## src/rtl/mem_arbiter_pkg.sv

```systemverilog
// Shared definitions for the instruction/data memory arbiter: FSM state
// encodings and the read word returned when an access times out.
package mem_arbiter_pkg;

    typedef enum logic [1:0] {
        ARB_IDLE = 2'd0,
        ARB_INST = 2'd1,
        ARB_DATA = 2'd2
    } arb_state_e;

    // Returned to the requester in place of memory data on a watchdog timeout.
    localparam logic [31:0] ARB_FILL_WORD = 32'hDEAD_BEEF;

endpackage

```

## src/rtl/mem_arbiter.sv

```systemverilog
// Two-requester arbiter/sequencer sharing one variable-latency memory bus
// between the instruction-fetch port and the load/store port.
// Optional feature: define ARB_TIMEOUT_EN to add a wait watchdog that
// completes a stuck access with ARB_FILL_WORD and raises a sticky err_o.
module mem_arbiter
    import mem_arbiter_pkg::*;
#(
    parameter int unsigned AW      = 32,
    parameter int unsigned DW      = 32,
    parameter int unsigned TIMEOUT = 255
) (
    input  logic            clk,
    input  logic            rst,
    input  logic            inst_req_i,
    input  logic [AW-1:0]   inst_addr_i,
    output logic            inst_ack_o,
    output logic [DW-1:0]   inst_rdata_o,
    input  logic            data_req_i,
    input  logic            data_we_i,
    input  logic [AW-1:0]   data_addr_i,
    input  logic [DW/8-1:0] data_sel_i,
    input  logic [DW-1:0]   data_wdata_i,
    output logic            data_ack_o,
    output logic [DW-1:0]   data_rdata_o,
    output logic            mem_ce_o,
    output logic            mem_we_o,
    output logic [AW-1:0]   mem_addr_o,
    output logic [DW/8-1:0] mem_sel_o,
    output logic [DW-1:0]   mem_wdata_o,
    input  logic [DW-1:0]   mem_rdata_i,
    input  logic            mem_ack_i,
    output logic            stallreq_o,
    output logic            err_o
);

    localparam int unsigned SW = DW / 8;

    arb_state_e    state_q, state_d;
    logic          last_data_q, last_data_d;
    logic          mem_ce_q, mem_ce_d;
    logic          mem_we_q, mem_we_d;
    logic [AW-1:0] mem_addr_q, mem_addr_d;
    logic [SW-1:0] mem_sel_q, mem_sel_d;
    logic [DW-1:0] mem_wdata_q, mem_wdata_d;
    logic          inst_ack_q, inst_ack_d;
    logic [DW-1:0] inst_rdata_q, inst_rdata_d;
    logic          data_ack_q, data_ack_d;
    logic [DW-1:0] data_rdata_q, data_rdata_d;

    // Completion of the granted access this cycle and the word handed back.
    logic          done;
    logic [DW-1:0] done_rdata;

`ifdef ARB_TIMEOUT_EN
    localparam int unsigned CntW = ($clog2(TIMEOUT + 1) > 8) ? $clog2(TIMEOUT + 1) : 8;

    logic [CntW-1:0] cnt_q, cnt_d;
    logic            err_q, err_d;
`endif

    // Next-state, grant decision and bus/response register updates.
    always_comb begin
        state_d      = state_q;
        last_data_d  = last_data_q;
        mem_ce_d     = mem_ce_q;
        mem_we_d     = mem_we_q;
        mem_addr_d   = mem_addr_q;
        mem_sel_d    = mem_sel_q;
        mem_wdata_d  = mem_wdata_q;
        inst_ack_d   = 1'b0;
        inst_rdata_d = inst_rdata_q;
        data_ack_d   = 1'b0;
        data_rdata_d = data_rdata_q;
        done         = 1'b0;
        done_rdata   = mem_rdata_i;
`ifdef ARB_TIMEOUT_EN
        cnt_d        = cnt_q;
        err_d        = err_q;
`endif

        unique case (state_q)
            ARB_IDLE: begin
                // Data wins a tie unless it also won the previous grant.
                if (data_req_i && (!inst_req_i || !last_data_q)) begin
                    state_d     = ARB_DATA;
                    last_data_d = 1'b1;
                    mem_ce_d    = 1'b1;
                    mem_we_d    = data_we_i;
                    mem_addr_d  = data_addr_i;
                    mem_sel_d   = data_sel_i;
                    mem_wdata_d = data_wdata_i;
`ifdef ARB_TIMEOUT_EN
                    cnt_d       = '0;
`endif
                end else if (inst_req_i) begin
                    state_d     = ARB_INST;
                    last_data_d = 1'b0;
                    mem_ce_d    = 1'b1;
                    mem_we_d    = 1'b0;
                    mem_addr_d  = inst_addr_i;
                    mem_sel_d   = '1;
                    mem_wdata_d = '0;
`ifdef ARB_TIMEOUT_EN
                    cnt_d       = '0;
`endif
                end
            end
            ARB_INST, ARB_DATA: begin
                if (mem_ack_i) begin
                    done = 1'b1;
`ifdef ARB_TIMEOUT_EN
                end else if (cnt_q == CntW'(TIMEOUT)) begin
                    done       = 1'b1;
                    done_rdata = DW'(ARB_FILL_WORD);
                    err_d      = 1'b1;
                end else begin
                    cnt_d = cnt_q + 1'b1;
`endif
                end
            end
            default: state_d = ARB_IDLE;
        endcase

        if (done) begin
            state_d  = ARB_IDLE;
            mem_ce_d = 1'b0;
            if (state_q == ARB_INST) begin
                inst_ack_d   = 1'b1;
                inst_rdata_d = done_rdata;
            end else begin
                data_ack_d   = 1'b1;
                data_rdata_d = done_rdata;
            end
        end
    end

    // State and output registers; reset abandons any in-flight access.
    always_ff @(posedge clk) begin
        if (rst) begin
            state_q      <= ARB_IDLE;
            last_data_q  <= 1'b0;
            mem_ce_q     <= 1'b0;
            mem_we_q     <= 1'b0;
            mem_addr_q   <= '0;
            mem_sel_q    <= '0;
            mem_wdata_q  <= '0;
            inst_ack_q   <= 1'b0;
            inst_rdata_q <= '0;
            data_ack_q   <= 1'b0;
            data_rdata_q <= '0;
        end else begin
            state_q      <= state_d;
            last_data_q  <= last_data_d;
            mem_ce_q     <= mem_ce_d;
            mem_we_q     <= mem_we_d;
            mem_addr_q   <= mem_addr_d;
            mem_sel_q    <= mem_sel_d;
            mem_wdata_q  <= mem_wdata_d;
            inst_ack_q   <= inst_ack_d;
            inst_rdata_q <= inst_rdata_d;
            data_ack_q   <= data_ack_d;
            data_rdata_q <= data_rdata_d;
        end
    end

`ifdef ARB_TIMEOUT_EN
    // Wait counter and sticky timeout flag.
    always_ff @(posedge clk) begin
        if (rst) begin
            cnt_q <= '0;
            err_q <= 1'b0;
        end else begin
            cnt_q <= cnt_d;
            err_q <= err_d;
        end
    end

    assign err_o = err_q;
`else
    // Timeout configuration is only consumed when the watchdog is built in.
    logic unused_timeout_cfg;
    assign unused_timeout_cfg = ^{TIMEOUT, ARB_FILL_WORD};
    assign err_o              = 1'b0;
`endif

    assign mem_ce_o     = mem_ce_q;
    assign mem_we_o     = mem_we_q;
    assign mem_addr_o   = mem_addr_q;
    assign mem_sel_o    = mem_sel_q;
    assign mem_wdata_o  = mem_wdata_q;
    assign inst_ack_o   = inst_ack_q;
    assign inst_rdata_o = inst_rdata_q;
    assign data_ack_o   = data_ack_q;
    assign data_rdata_o = data_rdata_q;

    // Combinational so the stall drops in the same cycle as the ack pulse.
    assign stallreq_o = (inst_req_i & ~inst_ack_q) | (data_req_i & ~data_ack_q);

endmodule

```

## config.mk

```make
export PLATFORM = sky130hd
export DESIGN_NAME = mem_arbiter
export DESIGN_NICKNAME = d
export VERILOG_FILES = /design/src/rtl/mem_arbiter_pkg.sv /design/src/rtl/mem_arbiter.sv
export SDC_FILE = /design/constraint.sdc
export NUM_CORES = 1
export LEC_CHECK = 0
export BUFFER_PORTS_ARGS = -buffer_cell sky130_fd_sc_hd__buf_2
export CORE_MARGIN = 1
export CORE_UTILIZATION = 45
export CTS_CLUSTER_DIAMETER = 50
export DETAILED_ROUTE_END_ITERATION = 10
export GPL_TIMING_DRIVEN = 1
export PLACE_DENSITY = 0.8
export SYNTH_ARGS = -nofsm -noshare
export SYNTH_HDL_FRONTEND = slang
export SYNTH_SLANG_ARGS = --single-unit
```

## constraint.sdc

```tcl
create_clock -name clk -period 1.68 [get_ports clk]
set_input_delay 0.252 -clock clk [delete_from_list [all_inputs] [get_ports clk]]
set_output_delay 0.252 -clock clk [all_outputs]
set_load 0.005 [all_outputs]
```

==> summary.md <==
| Metric | Value |
|---|---|
| Setup TNS | 0 ns |
| Kind of cell adding the most delay to the critical path | buffers and inverters |
| Top cells by area, synth | dfxtp_1 (54%), nand2_1 (14%), a21oi_1 (6.5%) |
| First-pass iteration count of the detailed router | 6 |
| Post-synth ARST share | 0 |
| GP Congestion | 0.771 |
| H-Tree Level Count | 4 |
| Reg2Reg Depth | 7 |
| First-pass GRT wire length | 22.4 mm |
| Yosys cell types | 30 |
| Clk_lat worst skew | 0.41 ns |
| Power Density | 1670 nW/um^2 |
| Max IR drop VDD | 1.19 mV |
| Total grt overflow | 0 |
| Critical path fanouts, max | 19 |
| Synth Register Bits | 139 |
| Rel. slew slack | 0.558 |
| CP max stage cell | dfxtp_1 |
| Slack of the critical path | about 0.068 ns |
| Post-route clock period utilization | 0.959 |
| Adder and majority cell fraction of the synthesized area | 0.00483 |
| Ys flop type | dfxtp_1 |
| Pwr Total | around 12 mW |
| Max Root-Sink Buffers | 2 |
| CTS root buf | clkbuf_16 |
| Mux contribution to synthesized area | 0 |
| WL/cell | between 10 and 15 um |
| Nets | just under 1k |
| Share of layout cells above drive strength 1 | 0.410 |
| Hold-fix buffers at CTS | 0 |
| CP peak stage delay | between 0.3 and 0.4 ns |
| Fin. max-slew vios | 0 |
| FMAX | between 0.6 and 0.7 GHz |
| Cell Rows | 38 |
| Ports | about 280 |
| Ys Warns | 0 |
| Synth Area in Simple Gates | 0.179 |
| DRT antenna net count | 0 |
| Initial Util | 0.470 |
| Max_cap viols | 0 |
| Via Count | 5084 |
| DRT iter0 DRCs | between 200 and 300 |
| Cell taking the most area after synthesis | dfxtp_1 |
| Post-route cell area | 7390 um^2 |
| Min-Delay Path Class | primary input to flip-flop |
| Worst-path cell chain | inv_1, ha_1, buf_4, o21a_4, buf_4, clkbuf_16, a311oi_2 |
| Core footprint | around 11000 um^2 |
| CP endpoint kind | flip-flop |
| All-layer global routing usage | 0.245 |
| Worst-path clk slew | ~0.060 ns |
| Post-synth EDFFs | 0 |
| Die Span Y | approximately 110 um |
| Setup Skew | ~0.0055 ns |
| DRT Wirelength | between 10 and 15 mm |
| I/O Buffers | 274 |
| Die area | around 12000 um^2 |
| Complex-gate fraction of the synthesized area | 0.221 |
| Cell depth of the worst hold path | 2 |
| Sequential fraction of the synthesis area | 0.537 |
| Post-layout minimum cycle time | ~1.6 ns |
| Area grow syn2layout | 42.6% |
| Syn_nets | 724 |
| Vias in the first global route | 4763 |
| Critical Path Stages | 7 |
| Width of the die | 109 um |
| CTS tree | built |
| Synth top area share | 0.537 |
| Largest net degree at the start of global routing | 107 |
| Final Hold Vio Count | 0 |
| Post-Syn Area | around 5200 um^2 |
| CP bufs+invs | 4 |
| CP required | about 2.0 ns |
| Most frequent cell on the critical path | buf_4 |
| Crit path DAT | 1.93 ns |
| N_diodes | 0 |
| Largest family of logic cells by synthesized area | compound AO/OA/AOI/OAI gates |
| Leak | about 3.5 nW |
| Worst-Margin Slew | 0.660 ns |
| Detail Placement HPWL | 9.93 mm |
| Setup violators final | 0 |
| Cell count after synthesis | 584 |
| Syn avg cell area | approximately 8.9 um^2 |
| Crit path kind | flip-flop to flip-flop |
| CTS Sinks | between 100 and 150 |
| Initial antenna violation count | 0 |
| Dpl ws | -0.239 ns |
| Num CTS Buffers | 17 |
| DR DRC count | 0 |
| Synth Area in XOR/XNOR | 0 |
| Vias per inst | 5.07 |
| Status | finished, final reports clean |
| Startpoint Class | flip-flop |
| Dpl cell area | ~6700 um^2 |
==> flip-flops by register name, summed over array words and instances (netlist names) <==
register      cells
data_rdata_o     32
inst_rdata_o     32
mem_addr_o       32
mem_wdata_o      32
mem_sel_o         4
state_q           2
data_ack_o        1
inst_ack_o        1
last_data_q       1
mem_ce_o          1
mem_we_o          1
==> layer usage <==
| layer | share of wire | track usage | up-vias |
|---|---|---|---|
| met2 | 0.50 | 0.434 | 193 |
| li1 | - | - | 2519 |
| met1 | 0.41 | 0.265 | 2350 |
| met3 | 0.079 | 0.0812 | 22 |
| met5 | 0 | 0 | - |
| met4 | 0.018 | 0.107 | 0 |
==> placed cells by master (no fill, tap or decap), drive strengths merged, types with 5 or more instances in the layout <==
master | Yosys | final
a21oi | 67 | 67
a22o | 33 | 33
a311oi | 37 | 37
buf | 34 | 294
clkbuf | 16 | 23
clkinv | 0 | 5
dfxtp | 139 | 139
inv | 9 | 9
nand2 | 192 | 192
nor2 | 39 | 39
==> cells in the mapped netlist (2+ instances only) <==
| library cell | count |
|---|---|
| nand2_1 | 192 |
| dfxtp_1 | 139 |
| a21oi_1 | 67 |
| nor2_1 | 38 |
| a22o_1 | 33 |
| buf_2 | 21 |
| a311oi_2 | 20 |
| a311oi_1 | 17 |
| clkbuf_1 | 16 |
| inv_1 | 8 |
| buf_4 | 6 |
| buf_6 | 4 |
| buf_1 | 3 |
| and3b_1 | 2 |
| ha_1 | 2 |
| o21a_1 | 2 |
==> metrics by stage <==
stage	hold WS [ns]	cells	util
floorplan	0.367	584	-
global placement	0.439	965	0.607
detailed placement	0.443	965	0.607
CTS	0.0398	998	0.664
global route	0.0404	1002	0.670
finish	0.0586	1002	0.670
==> what timing repair did <==
item | 4_1_cts | 5_1_grt
gates resized for setup | 3 | 2
setup endpoints to repair | 60 | 28
setup buffers | 0 | 3
endpoints found under the hold margin | 0 | 0
gates cloned | 1 | 1
pin swaps | 1 | 3
==> power by group <==
group          total [mW]  switching, mW  leakage [nW]  internal, mW
Clock                3.70           1.37         0.288          2.34
Sequential           4.49          0.384          1.14          4.10
Combinational        4.15           2.24          2.08          1.91
Total                12.3           3.99          3.50          8.35
==> worst reg2reg max path, cell delays in order (launching register included) <==
cell and delay (ns):
dfxtp_1 0.33, inv_1 0.06, ha_1 0.21, buf_4 0.18, o21a_4 0.17, buf_4 0.15
clkbuf_16 0.19, a311oi_2 0.23
==> path summary, 6_finish.rpt <==
| check | end | start | slack (ns) |
|---|---|---|---|
| worst max-delay path | mem_addr_o[12]$_SDFFE_PP0P_ | state_q[0]$_SDFFE_PP0P_ | 0.07 |
| worst min-delay path | mem_wdata_o[0]$_SDFFE_PP0P_ | data_wdata_i[0] | 0.06 |
| worst max register to register | mem_addr_o[12]$_SDFFE_PP0P_ | state_q[0]$_SDFFE_PP0P_ | 0.07 |
| worst min register to register | inst_rdata_o[7]$_SDFFE_PP0P_ | inst_rdata_o[7]$_SDFFE_PP0P_ | 0.45 |
==> layout make-up <==
cell class                 count  area (um^2)
clock buffer                  22          484
clock inverter                10          115
fill                         972         3640
inverter                       9         33.8
multi-input combinational    387         2130
sequential                   139         2780
tap                          140          175
timing repair buffer         295         1670
==> kinds of logic (layout without fill, tap and decap cells) <==
family	after synthesis	in the layout
compound gates	145	145
other cells	1	1
buf+inv	59	336
fa+ha+maj	2	2
flops	139	139
simple gates	238	239
(Power assumes the default switching activity.)
